--- src/rtl/fir_out_requant.sv ---
// FIR output requantiser: decimates 64-bit filter results, rounds/saturates to 16-bit samples
// and buffers them in a show-ahead FIFO. Define REQUANT_CONV_ROUND_EN for ties-to-even rounding.
module fir_out_requant #(
    parameter int unsigned IN_W       = 64,
    parameter int unsigned OUT_W      = 16,
    parameter int unsigned SHIFT      = 15,
    parameter int unsigned DECIM      = 2,
    parameter int unsigned FIFO_DEPTH = 8
) (
    input  logic                          clk,
    input  logic                          rst,
    input  logic                          in_valid,
    input  logic [IN_W-1:0]               in_data,
    output logic                          out_valid,
    input  logic                          out_ready,
    output logic [OUT_W-1:0]              out_data,
    output logic                          sat_pulse,
    output logic                          overflow,
    output logic [$clog2(FIFO_DEPTH):0]   fifo_level
);

    localparam int unsigned PH_W = (DECIM > 1) ? $clog2(DECIM) : 1;
    localparam int unsigned AW   = $clog2(FIFO_DEPTH);
    localparam int unsigned LW   = AW + 1;

    localparam logic [IN_W:0] HALF = {{IN_W{1'b0}}, 1'b1} << (SHIFT - 1);
    localparam logic signed [IN_W:0] SAT_MAX = {{(IN_W-OUT_W+2){1'b0}}, {(OUT_W-1){1'b1}}};
    localparam logic signed [IN_W:0] SAT_MIN = {{(IN_W-OUT_W+2){1'b1}}, {(OUT_W-1){1'b0}}};

    logic [PH_W-1:0]  phase;
    logic             stage_valid;
    logic [OUT_W-1:0] stage_data;
    logic             stage_sat;
    logic [OUT_W-1:0] mem [FIFO_DEPTH];
    logic [AW-1:0]    wr_ptr;
    logic [AW-1:0]    rd_ptr;

    logic                    keep_c;
    logic signed [IN_W:0]    sum_c;
    logic signed [IN_W:0]    rnd_c;
    logic [OUT_W-1:0]        q_c;
    logic                    sat_c;
    logic                    pop_c;
    logic                    push_c;
    logic                    drop_c;
    logic [AW-1:0]           rd_nxt;
    logic [LW-1:0]           lvl_nxt;
    logic [OUT_W-1:0]        head_nxt;

    assign keep_c = in_valid && (phase == '0);

    // Round (extra top bit keeps the bias add from wrapping), then saturate to OUT_W
    always_comb begin
        sum_c = $signed({in_data[IN_W-1], in_data}) + $signed(HALF);
        rnd_c = sum_c >>> SHIFT;
`ifdef REQUANT_CONV_ROUND_EN
        // exact tie with an even floor: undo the bias increment
        if ((in_data[SHIFT-1:0] == HALF[SHIFT-1:0]) && !in_data[SHIFT])
            rnd_c = rnd_c - (IN_W+1)'(1);
`endif
        q_c   = rnd_c[OUT_W-1:0];
        sat_c = 1'b0;
        if (rnd_c > SAT_MAX) begin
            q_c   = SAT_MAX[OUT_W-1:0];
            sat_c = 1'b1;
        end else if (rnd_c < SAT_MIN) begin
            q_c   = SAT_MIN[OUT_W-1:0];
            sat_c = 1'b1;
        end
    end

    // FIFO next-state; a full FIFO still accepts a write when the head pops on the same edge
    always_comb begin
        pop_c   = out_valid && out_ready;
        push_c  = stage_valid && ((fifo_level != LW'(FIFO_DEPTH)) || pop_c);
        drop_c  = stage_valid && !push_c;
        rd_nxt  = pop_c ? rd_ptr + AW'(1) : rd_ptr;
        lvl_nxt = fifo_level;
        case ({push_c, pop_c})
            2'b10:   lvl_nxt = fifo_level + LW'(1);
            2'b01:   lvl_nxt = fifo_level - LW'(1);
            default: lvl_nxt = fifo_level;
        endcase
        if (lvl_nxt == '0)
            head_nxt = '0;
        else if (push_c && (wr_ptr == rd_nxt))
            head_nxt = stage_data;
        else
            head_nxt = mem[rd_nxt];
    end

    always_ff @(posedge clk) begin
        if (rst) begin
            phase       <= '0;
            stage_valid <= 1'b0;
            stage_data  <= '0;
            stage_sat   <= 1'b0;
            sat_pulse   <= 1'b0;
            overflow    <= 1'b0;
            wr_ptr      <= '0;
            rd_ptr      <= '0;
            fifo_level  <= '0;
            out_valid   <= 1'b0;
            out_data    <= '0;
        end else begin
            if (in_valid)
                phase <= (phase == PH_W'(DECIM - 1)) ? '0 : phase + PH_W'(1);
            stage_valid <= keep_c;
            if (keep_c) begin
                stage_data <= q_c;
                stage_sat  <= sat_c;
            end
            sat_pulse <= stage_valid && stage_sat;
            if (drop_c)
                overflow <= 1'b1;
            if (push_c)
                wr_ptr <= wr_ptr + AW'(1);
            rd_ptr     <= rd_nxt;
            fifo_level <= lvl_nxt;
            out_valid  <= (lvl_nxt != '0);
            out_data   <= head_nxt;
        end
    end

    // Sample storage needs no reset: contents are only visible through fifo_level/out_valid
    always_ff @(posedge clk) begin
        if (push_c)
            mem[wr_ptr] <= stage_data;
    end

endmodule
--- config.mk ---
export PLATFORM = sky130hd
export DESIGN_NAME = fir_out_requant
export DESIGN_NICKNAME = d
export VERILOG_FILES = /design/src/rtl/fir_out_requant.sv
export SDC_FILE = /design/constraint.sdc
export NUM_CORES = 1
export LEC_CHECK = 0
export ABC_AREA = 1
export CAP_MARGIN = 20
export CORE_MARGIN = 2
export CORE_UTILIZATION = 33
export DETAILED_ROUTE_END_ITERATION = 10
export SLEW_MARGIN = 25
export SYNTH_ARGS = -nofsm -noshare
export SYNTH_HDL_FRONTEND = slang
export SYNTH_SLANG_ARGS = --single-unit
--- constraint.sdc ---
create_clock -name clk -period 3.48 [get_ports clk]
set_input_delay 0.522 -clock clk [delete_from_list [all_inputs] [get_ports clk]]
set_output_delay 0.522 -clock clk [all_outputs]
set_load 0.02 [all_outputs]
=== Word-level counts from Yosys, hierarchy flattened ===
Memory sizes are Yosys's and may differ from the RTL's. A register that Yosys moved wholly into a read port is not among the register bits.
Cells that the tools add are included.

* Flip-flop bits (word level): 32
* Bits in latches: 0
* RAM bits: 128
* ROM bits: 0
* Bits of input ports: 68
* Output and inout bits: 23
* Word-level logic and storage cells: 42
* Memories: 1

* Add/subtract/negate cells: 6
* Multipliers: 0
* Div/mod/pow operators: 0
* Magnitude comparators: 2
* Eq/ne operators: 3
* Shifts and indexed selects: 0
* Mux-type cells: 9
* Bitwise operators: 1
* Reductions and logical operators: 10

{| class="wikitable"
|+ Memory list
! memory !! words !! bits a word !! rd ports !! clocked after Yosys merged registers in !! write ports !! line !! source
|-
| mem || 8 || 16 || 1 || 1 || 1 || 34 || <nowiki>logic [OUT_W-1:0] mem [FIFO_DEPTH];</nowiki>
|}

{| class="wikitable"
|+ Operators by type and width
! cell !! number
|-
| $add 64x16->65 const B || 1
|-
| $gt 50x16->1 const B || 1
|-
| $lt 50x16->1 const B || 1
|-
| $mux 16 || 2
|-
| $pmux 4 s2 || 1
|-
| $add 3x1->3 const B || 2
|-
| $logic_and 1x1->1 || 5
|-
| $mux 1 || 5
|-
| $add 4x1->4 const B || 1
|-
| $logic_not 4->1 || 1
|-
| $ne 4x4->1 const B || 1
|-
| $reduce_bool 4->1 || 1
|-
| $sub 4x1->4 const B || 1
|-
| $mux 3 || 1
|-
| $eq 2x1->1 const B || 1
|-
| $eq 2x2->1 const B || 1
|-
| $reduce_or 2->1 || 1
|-
| $add 1x1->1 const B || 1
|-
| $logic_not 1->1 || 1
|-
| $logic_or 1x1->1 || 1
|-
| $not 1->1 || 1
|}

=== Logic depth before layout (Yosys ltp) ===
* Word-level depth: 7
* Gate-level depth with buffers: 19
* Mapped depth without buffers: 18

=== Least setup slack after synthesis ===
OpenSTA, ideal clock, no wires.

* Path kind: input-to-reg
* Start: in out_ready
* End: reg out_data[13], read port of mem
* Arrival time: 2.731 ns
* Data required time: 3.346 ns
* Path slack: 0.616 ns
* Cell stages on the path: 15
* Path buffers: 1
* Cells stage by stage: nand2_1 nand4_1 nand2_1 ha_1 ha_1 nand2_1 nor2_1 a211oi_1 nor2_1 nor2_1 nand2_1 xnor2_1 o21ai_1 clkbuf_1 a211oi_1

* Cells in the longest elaborated chain, start to end: 7

{| class="wikitable"
|+ RTL lines
! item !! line !! source
|-
| start: declaration || 15 || <nowiki>input logic out_ready,</nowiki>
|-
| $logic_and 1x1->1 (*) || 74 || <nowiki>pop_c = out_valid && out_ready;</nowiki>
|-
| $logic_or 1x1->1 || 75 || <nowiki>push_c = stage_valid && ((fifo_level != LW'(FIFO_DEPTH)) || pop_c);</nowiki>
|-
| $logic_and 1x1->1 || 75 ||
|-
| $eq 2x1->1 / $eq 2x2->1 (equally long branches) || 79 || <nowiki>case ({push_c, pop_c})</nowiki>
|-
| $pmux 4 s2 || 79 ||
|-
| $logic_not 4->1 || 84 || <nowiki>if (lvl_nxt == '0)</nowiki>
|-
| $reduce_or 2->1 (no line) || n/a ||
|-
| end: declaration || 16 || <nowiki>output logic [OUT_W-1:0] out_data,</nowiki>
|}

Mark *: on every way between the ends. The rest lies on a longest branch, timed or not.
A chain may end at the register's enable or synchronous reset.

=== Final worst setup path ===
* Start: in in_data[31]
* End: reg stage_data[3]

* Cells in the longest elaborated chain, start to end: 4

{| class="wikitable"
|+ RTL lines
! item !! line !! source
|-
| start: declaration || 13 || <nowiki>input logic [IN_W-1:0] in_data,</nowiki>
|-
| $add 64x16->65 (*) || 54 || <nowiki>sum_c = $signed({in_data[IN_W-1], in_data}) + $signed(HALF);</nowiki>
|-
| $lt 50x16->1 || 66 || <nowiki>end else if (rnd_c < SAT_MIN) begin</nowiki>
|-
| $mux 16 || 66 ||
|-
| $mux 16 (*) || 63 || <nowiki>if (rnd_c > SAT_MAX) begin</nowiki>
|-
| end signal: assignment || 110 || <nowiki>stage_data <= q_c;</nowiki>
|-
| end: declaration || 32 || <nowiki>logic [OUT_W-1:0] stage_data;</nowiki>
|}

Marked as above.

==> flow_metrics.py <==
metrics = {
    "outcome": {
        "status": "finished with violations",
        "violations": "design-rule violations",
    },
    "sta": {
        "finalCritPeriodShare_pct": 87.22,
        "rsz0062_at_grt": "false",
        "max_slew_margin_pct": 69.34,
        "fmax_mhz": 329.5,
        "worst_pin_slew_ps": 457.1,
        "hold_viol_final": 0,
        "tns_ps": 0,
        "fin_worst_skew_ps": 8.904,
        "fin_crit_ps": 3035,
        "slew_viol_final": 0,
        "setup_viol": 0,
    },
    "power_and_ir_drop": {
        "p_per_area_nw_per_um2": 549.9,
        "p_sw_share_pct": 29.95,
        "leakagePower_nw": 4.131,
        "switching_power_mw": 1.807,
        "ir_drop_uv": 361.3,
        "p_comb_share_pct": 25.1,
        "pwr-share-seq_pct": 41.4,
        "p_total_mw": 6.032,
        "power_frac_clock_pct": 33.5,
        "power.internal_mw": 4.226,
    },
    "global_route": {
        "grt_usage_pct": 17.62,
        "antenna_found_initial": 0,
        "grt_pass1_vias": 7121,
        "grt_overflow": 0,
        "met2_usage_pct": 30.63,
        "grt_max_degree": 41,
        "met1_usage_pct": 22.26,
        "busiest_layer": "met2",
        "grt_pass1_wl_um": 38020,
        "met3_usage_pct": 2.623,
    },
    "placed_design": {
        "io_buffers": 76,
        "dp.cells": 1485,
        "gp_congestion": 1.023,
        "dpl.hpwl_um": 17820,
    },
    "drt": {
        "wirelength_um": 24570,
        "antenna_left": 0,
        "drt_iter0_markers": 700,
        "vias": 7507,
        "dr.pass1.iters": 9,
        "drc": 4,
        "avgViaCountPerCell": 4.949,
        "routedWlPerCell_um": 16.20,
    },
    "min_path": {
        "hp-start": "stage_valid",
        "holdCritPathClass": "reg -> reg",
    },
    "setup_path": {
        "cp.arrival_ps": 3350,
        "required_ps": 3790,
        "r2r-start": "fifo_level[1]",
        "startpoint": "in_data[31]",
        "critPathCaptureType": "flop",
        "critPathLaunchType": "primary input",
        "cp_max_fo": 15,
        "path_class": "in -> reg",
    },
    "clocking": {
        "tritoncts": "done",
        "ctsRootBufferMaster": "clkbuf_16",
        "postCtsSetupRepairBufs": 0,
        "clk_latency_ps": 420,
        "clockBufferDepth": 2,
        "post_cts_resized": 0,
        "htree_levels": 4,
        "clock_sinks": 176,
        "ctsHoldBuffers": 0,
        "cts_made_buffers": 17,
        "path_clk_slew_ps": 60,
    },
    "finish": {
        "nets": 1244,
        "final_cells": 1517,
        "area_growth_pct": 24.51,
        "diodes": 0,
        "drive_gt1_share_pct": 9.983,
    },
    "floorplanning": {
        "num_rows": 59,
        "core-area_um2": 26130,
        "dieArea_um2": 28020,
        "die-height_um": 167.4,
        "ios": 91,
        "die_w_um": 167.4,
        "start_util_pct": 33.71,
    },
    "run": {
        "drv_cap": 0,
    },
    "yosys": {
        "synth-warning-count": 0,
        "synthArstFlopShare_pct": 0,
        "synth.distinct_cells": 35,
        "synth_flop_cell": "edfxtp_1",
        "avgSynthCellArea_um2": 8.446,
        "ys_seq_area_share_pct": 54.54,
        "synthCells": 1043,
        "synth_enable_flop_cells": 128,
        "ys_ff_latch": 176,
        "syn_nets": 1118,
        "syn_area_um2": 8810,
    },
}
-- power groups by stage --
stage               Combinational [mW]  Clock, mW  Sequential (mW)
floorplan                        0.754          0             2.65
global placement                  1.51          0             2.54
detailed placement                1.52          0             2.54
CTS                               1.52       2.05             2.50
global route                      1.68       2.12             2.51
finish                            1.52       2.02             2.50
-- state kept, by name, summed over array words and instances, names as in the netlist --
register / count
phase: 1
out_data: 16
stage_data: 16
overflow: 1
stage_valid: 1
mem: 128
out_valid: 1
sat_pulse: 1
fifo_level: 4
stage_sat: 1
wr_ptr: 3
rd_ptr: 3
-- worst max-delay path: stages --
cell and delay [ps]:
clkdlybuf4s50_1 620, nand2_1 140, nor2_2 250, nand2_1 170, nor2_1 210, nand2_2 140
xor2_1 150, nand2_1 80, nor2_1 100, nand2_1 60, nor2_1 230, nand3_1 140
nand2_1 150, nand2_2 180, nor2_1 150, nor2_1 50
-- logic make-up (layout without fill, tap and decap cells) --
group / Yosys count / after routing / share of synthesized area, %
flip-flops: 176 / 176 / 54.54
AND/OR/NAND/NOR: 557 / 557 / 26.32
buffers and inverters: 103 / 242 / 4.602
adder cells (fa/ha/maj): 7 / 7 / 1.079
AO/OA/AOI/OAI: 177 / 177 / 11.18
XOR/XNOR: 23 / 23 / 2.287
-- cell usage after synthesis (9+ instances only) --
| master | n | share of area, % |
|---|---|---|
| a211oi_1 | 9 | 0.77 |
| xnor2_1 | 11 | 1.1 |
| o21ai_0 | 94 | 5.3 |
| edfxtp_1 | 128 | 44 |
| nand3b_1 | 11 | 0.94 |
| xor2_1 | 12 | 1.2 |
| clkbuf_1 | 26 | 1.1 |
| dfxtp_1 | 48 | 11 |
| nand2_1 | 220 | 9.4 |
| inv_1 | 69 | 2.9 |
| a21oi_1 | 33 | 1.9 |
| nand3_1 | 38 | 2.2 |
| o22ai_1 | 28 | 2.0 |
| nor2_1 | 242 | 10 |
| nand4_1 | 19 | 1.3 |
-- stage by stage --
stage | cell area [um2] | hold slack [ps] | utilization [%] | setup slack (ps)
global placement | 10340 | 448.0 | 39.56 | 56.24
detailed placement | 10340 | 450.2 | 39.56 | 54.57
finish | 10970 | 460.5 | 41.98 | 444.8
floorplan | 8810 | 419.9 | - | 615.6
CTS | 10970 | 462.5 | 41.98 | 495.9
global route | 10970 | 478.5 | 41.98 | 171.7
-- final timing paths --
kind,end,slack [ps],depth (start not counted)
setup / recovery,stage_data[3],440,16
hold / removal,sat_pulse,460,2
setup reg to reg,out_data[1],740,16
hold reg to reg,sat_pulse,460,2
-- cell usage in the layout, fill, tap and decap left out, drive strengths merged --
master / n
nand2: 226
nor3b: 1
buf: 62
bufinv: 4
dfxtp: 48
nand4: 19
a21o: 1
clkdlybuf4s50: 76
clkbuf: 18
nand3b: 11
fa: 1
clkinv: 4
nand3: 39
nor3: 8
o221ai: 4
nor2: 252
a21oi: 38
o22ai: 28
or2: 1
a211oi: 9
ha: 6
edfxtp: 128
xnor2: 11
clkinvlp: 3
xor2: 12
o21a: 1
o21ai: 95
inv: 75
o21bai: 1
-- area by class of cell --
class                      count  area [um2]
clock buffer                  18       429.2
clock inverter                14       201.4
fill                        2613       15160
inverter                      72       270.3
multi-input combinational    764        3606
sequential                   176        4805
tap                          335       419.2
timing repair buffer         138        1239
-- metal layers --
metal / routed length, um / up-vias
li1: - / 3776
met1: 10770 / 3468
met2: 11970 / 226
met3: 1256 / 37
met4: 580 / 0
met5: 0 / -
Note: power is estimated with default switching activity, not from simulation.
